<file path="config.mk">
export PLATFORM = sky130hd
export DESIGN_NAME = pc_sequencer
export DESIGN_NICKNAME = d
export VERILOG_FILES = /design/src/rtl/pc_seq_pkg.sv /design/src/rtl/pc_seq_page_counter.sv /design/src/rtl/pc_sequencer.sv
export SDC_FILE = /design/constraint.sdc
export NUM_CORES = 1
export LEC_CHECK = 0
export CAP_MARGIN = 20
export CORE_UTILIZATION = 30
export CTS_CLUSTER_SIZE = 12
export DETAILED_ROUTE_END_ITERATION = 6
export SKIP_LAST_GASP = 1
export SYNTH_ARGS = -nofsm -noshare
export SYNTH_HDL_FRONTEND = slang
export SYNTH_SLANG_ARGS = --single-unit
</file>
<file path="constraint.sdc">
create_clock -name i_clk -period 1.8 [get_ports i_clk]
set_input_delay 0.36 -clock i_clk [delete_from_list [all_inputs] [get_ports i_clk]]
set_output_delay 0.36 -clock i_clk [all_outputs]
set_load 0.01 [all_outputs]
</file>
<file path="src/rtl/pc_seq_pkg.sv">
// pc_seq_pkg: shared command codes and FSM state encodings for the PC sequencer.
package pc_seq_pkg;
    typedef enum logic [1:0] {
        CMD_INC      = 2'b00,
        CMD_LOAD     = 2'b01,
        CMD_LOAD_INC = 2'b10,
        CMD_REL      = 2'b11
    } cmd_t;

    typedef enum logic [2:0] {
        S_IDLE = 3'd0,
        S_INC  = 3'd1,
        S_LOAD = 3'd2,
        S_REL  = 3'd3,
        S_FIX  = 3'd4
    } state_t;
endpackage

</file>
<file path="src/rtl/pc_seq_page_counter.sv">
// pc_seq_page_counter: saturating 8-bit count of PCL carry-outs during PC increments.
module pc_seq_page_counter (
    input  logic       clk,
    input  logic       reset_n,
    input  logic       clk_en,
    input  logic       inc,
    output logic [7:0] count
);
    always_ff @(posedge clk or negedge reset_n) begin
        if (!reset_n) count <= 8'd0;
        else if (clk_en && inc && count != 8'hff) count <= count + 8'd1;
    end
endmodule

</file>
<file path="src/rtl/pc_sequencer.sv">
// pc_sequencer: drives PCL/PCH select and increment controls from decoder commands.
// Optional page-cross counter built when PC_SEQ_PAGE_CNT_EN is defined.
module pc_sequencer
    import pc_seq_pkg::*;
(
    input  logic       i_clk,
    input  logic       i_reset_n,
    input  logic       i_clk_en,
    input  logic       i_cmd_valid,
    output logic       o_cmd_ready,
    input  logic [1:0] i_cmd,
    input  logic [1:0] i_count,
    input  logic       i_rel_fix,
    input  logic       i_pclc,
    output logic       o_pcl_pcl,
    output logic       o_adl_pcl,
    output logic       o_pch_pch,
    output logic       o_adh_pch,
    output logic       o_i_pc,
    output logic       o_done
`ifdef PC_SEQ_PAGE_CNT_EN
    ,
    output logic [7:0] o_page_cnt
`endif
);
    state_t     state_q, state_d;
    logic [2:0] cnt_q, cnt_d;
    logic       load_inc_q, load_inc_d;
    logic       xfer;

    assign o_done = state_q == S_LOAD || state_q == S_FIX ||
                    (state_q == S_INC && cnt_q == 3'd1) ||
                    (state_q == S_REL && !i_rel_fix);
    assign o_cmd_ready = state_q == S_IDLE || o_done;
    assign xfer = i_clk_en & i_cmd_valid & o_cmd_ready;

    always_comb begin
        state_d    = state_q;
        cnt_d      = cnt_q;
        load_inc_d = load_inc_q;
        if (xfer) begin
            state_d    = cmd_t'(i_cmd) == CMD_INC ? S_INC : cmd_t'(i_cmd) == CMD_REL ? S_REL : S_LOAD;
            // count 0 encodes 4: the zero flag becomes bit 2
            cnt_d      = {i_count == 2'd0, i_count};
            load_inc_d = cmd_t'(i_cmd) == CMD_LOAD_INC;
        end else if (i_clk_en) begin
            state_d = (state_q == S_REL && i_rel_fix) ? S_FIX : (o_done ? S_IDLE : state_q);
            cnt_d   = state_q == S_INC ? cnt_q - 3'd1 : cnt_q;
        end
    end

    // controls are registered from the next state so they are glitch-free Moore outputs
    always_ff @(posedge i_clk or negedge i_reset_n) begin
        if (!i_reset_n) begin
            state_q    <= S_IDLE;
            cnt_q      <= 3'd0;
            load_inc_q <= 1'b0;
            o_pcl_pcl  <= 1'b1;
            o_adl_pcl  <= 1'b0;
            o_pch_pch  <= 1'b1;
            o_adh_pch  <= 1'b0;
            o_i_pc     <= 1'b0;
        end else begin
            state_q    <= state_d;
            cnt_q      <= cnt_d;
            load_inc_q <= load_inc_d;
            o_pcl_pcl  <= state_d inside {S_IDLE, S_INC, S_FIX};
            o_adl_pcl  <= state_d inside {S_LOAD, S_REL};
            o_pch_pch  <= state_d inside {S_IDLE, S_INC, S_REL};
            o_adh_pch  <= state_d inside {S_LOAD, S_FIX};
            o_i_pc     <= state_d == S_INC || (state_d == S_LOAD && load_inc_d);
        end
    end

`ifdef PC_SEQ_PAGE_CNT_EN
    pc_seq_page_counter u_page_cnt (
        .clk    (i_clk),
        .reset_n(i_reset_n),
        .clk_en (i_clk_en),
        .inc    (o_i_pc & i_pclc),
        .count  (o_page_cnt)
    );
`else
    logic unused_pclc;
    assign unused_pclc = i_pclc;
`endif
endmodule
</file>
==> flow_summary.ini, run 1 <==
[status]
status = complete, but fails checks
violations = setup timing

[pwr]
ir_drop_v = 0.0006383
p_comb_share_pct = 57.5
p_seq_share_pct = 29.2
p_leak_uw = 0.0005082
switching_share_pct = 34.99
internal_power_uw = 1014
p_switching_uw = 545.9
pwr_density_cell_nw_per_um2 = 1344
power.share.clock_pct = 13.3

[cells_and_area]
design_area_um2 = 1161
syn2layout_area_growth_pct = 53.13
final_nets = 121
drive_gt1_share_pct = 48.11
diodes = 0
postLayoutCoreUtil_pct = 50.54
n_fill_cell = 215

[clock_tree]
insertion_delay_ns = 0.26
clkTransAtPathRegs_ns = 0.07
cts_made_buffers = 3
clock_sinks = 12
cts_root_buffer = clkbuf_4
h-tree-depth = 1
cts_tree = built
cts_buffer_depth = 2

[die]
top_level_ports = 17
rows = 17
die_w_um = 52.28
coreArea_um2 = 2297
die_h_um = 52.28
initial_utilization_pct = 33.01
die_area_um2 = 2733

[detailed_routing]
wl_met2_um = 816
viasPerCell = 4.806
top_layer_used = met4
wire_per_inst_um = 12.41
first_iter_violations = 12
drt-met1-wl_um = 786
num_vias = 644
drc = 0
wl_met3_um = 43
totalWireLength_mm = 1.663
drtAntennaViolNets = 0
first_pass_iters = 4

[synth]
avgSynthCellArea_um2 = 10.39
synth_area_leaders = dfrtp_1 33%, dfstp_2 6.9%, ha_1 6.6%
synth_cells = 73
ys_types = 37
synth_fp_nets = 87
yosys_warnings = 0
synth_edf_count = 0
ys_seq_area_share_pct = 39.93
netlist_area_um2 = 758.2
synth_ff_type = dfrtp_1
synth_top_area_share_pct = 33.00
yosysTopAreaCell = dfrtp_1
ys_seq_elements = 12
synth_most_common_cell = dfrtp_1
async_reset_ff_share_pct = 100.0
synth_commonest_cells = 10 x dfrtp_1, 6 x nor2_1, 5 x inv_1

[critical_path]
crit_path_start_kind = flip-flop
end_kind = flip-flop
crit_required_ns = 1.94
crit_fanout = 6
worstSetupPathType = flip-flop to flip-flop
ff2ff_setup_slack_ns = -0.06
crit_arrival_ns = 2.01

[grt]
grt_remaining_overflow = 0
grt_first_pass_wirelength_mm = 2.711
antenna_found_initial = 0
track_usage_pct = 13.53
first_global_vias = 622
grt_start_max_net_pins = 13

[timing]
period_share_pct = 103.4
fin_crit_ns = 1.862
max-slew-margin-rel_pct = 64.08
fin_skew_ns = 0.003126
worst_slew_pin_slew_ns = 0.5371
finalHoldViolCount = 0
setup_viol = 3
report.final.slew_viol_count = 0
rsz0062_at_grt = yes
fin_ws_ns = -0.06197
fmax_mhz = 537.1

[placed_design]
dp.final_hpwl_mm = 1.170
place.port_buffers = 15
gp_congestion = 0.7647
dpl_cell_area_um2 = 1022

[flow_run]
maxCapViolations = 0

[min_path]
hold_class = input port to async pin
final cells by class:
cell class / instances / area, µm² / area share (%)
flip-flops and latches: 12 / 304.0 / 26.19
clock buffers: 4 / 36.28 / 3.125
repair buffers: 33 / 279.0 / 24.03
multi-input cells: 51 / 484.2 / 41.70
inverters: 6 / 22.52 / 1.940
well taps: 28 / 35.03 / 3.017
final timing paths:
| path | start | to | depth (start not counted) |
|---|---|---|---|
| min in group i_clk | load_inc_q | load_inc_q | 1 |
| worst max-delay path | cnt_q[1] | o_i_pc | 7 |
| worst max register to register | cnt_q[1] | o_i_pc | 7 |
| max in group asynchronous | i_reset_n | state_q[1] | 1 |
| worst min-delay path | i_reset_n | state_q[0] | 1 |
| worst min register to register | load_inc_q | load_inc_q | 1 |
sequential cells by signal (all words and copies together), names as in the netlist:
register    count
state_q         3
o_pch_pch       1
load_inc_q      1
o_pcl_pcl       1
cnt_q           3
o_adl_pcl       1
o_i_pc          1
o_adh_pch       1
layout by cell type (no fill, tap or decap), drive strengths merged, types with 3 or more instances in the layout:
cell type	Yosys	final
clkdlybuf4s50	0	10
nand2	3	3
a21oi	4	4
ha	4	4
clkbuf	1	4
buf	3	20
nor2	6	6
nor3b	4	4
dfrtp	10	10
a31oi	3	3
xnor2	3	3
inv	6	6
worst max-delay path: stages, from the launching register on:
cell and delay [ns]:
dfrtp_1 0.39, inv_2 0.08, ha_4 0.13, nor3b_4 0.26, nor3b_2 0.08, a2111o_1 0.44
mux2i_2 0.26, o32ai_2 0.10
power by group through the flow:
stage	Clock (µW)	Combinational (µW)	Sequential, µW
CTS	212	835	452
floorplan	0	476	435
detailed placement	0	800	444
global placement	0	793	441
finish	208	897	455
global route	226	976	467
per-stage QoR:
| step | hold WS (ns) | TNS, ns | power, µW | std cells | setup WS, ns |
|---|---|---|---|---|---|
| after CTS | 0.4473 | -0.06372 | 1499 | 132 | -0.04958 |
| after global placement | 0.5012 | -2.730 | 1234 | 126 | -0.4038 |
| final | 0.4425 | -0.1316 | 1560 | 134 | -0.06197 |
| after detailed placement | 0.5113 | -2.955 | 1244 | 126 | -0.4001 |
| after global routing | 0.4740 | -0.6164 | 1669 | 134 | -0.1583 |
| after floorplan | 0.06441 | 0 | 910.9 | 73 | 0.1222 |
repair_timing:
item	CTS	global route
resized for setup	19	11
hold buffers	0	0
buffers inserted	2	2
pin swaps	3	5
endpoints found under the setup margin	6	8
cells by family after synthesis:
group	synth area share (%)
muxes	5.281
and+or+nand+nor	21.29
adders and majority gates	6.601
AOI/OAI and AO/OA	17.00
xor gates and xnor gates	3.466
buffers and inverters	6.435
DFF	39.93
metal layers:
layer  vias up  global-route usage, %
met5         -                      0
met4         0                  6.579
met3         2                 0.8696
met2        11                  22.65
met1       309                  17.56
li1        322                      -
Power figures use the tool's default switching activity.
==> inputs of run 2 (changes only) <==
Settings changed: CTS_CLUSTER_DIAMETER set to 40, CTS_CLUSTER_SIZE 12 to 16.
==> results of run 2 <==
No change in the layout: final DEF, timing and power equal those of run 1.
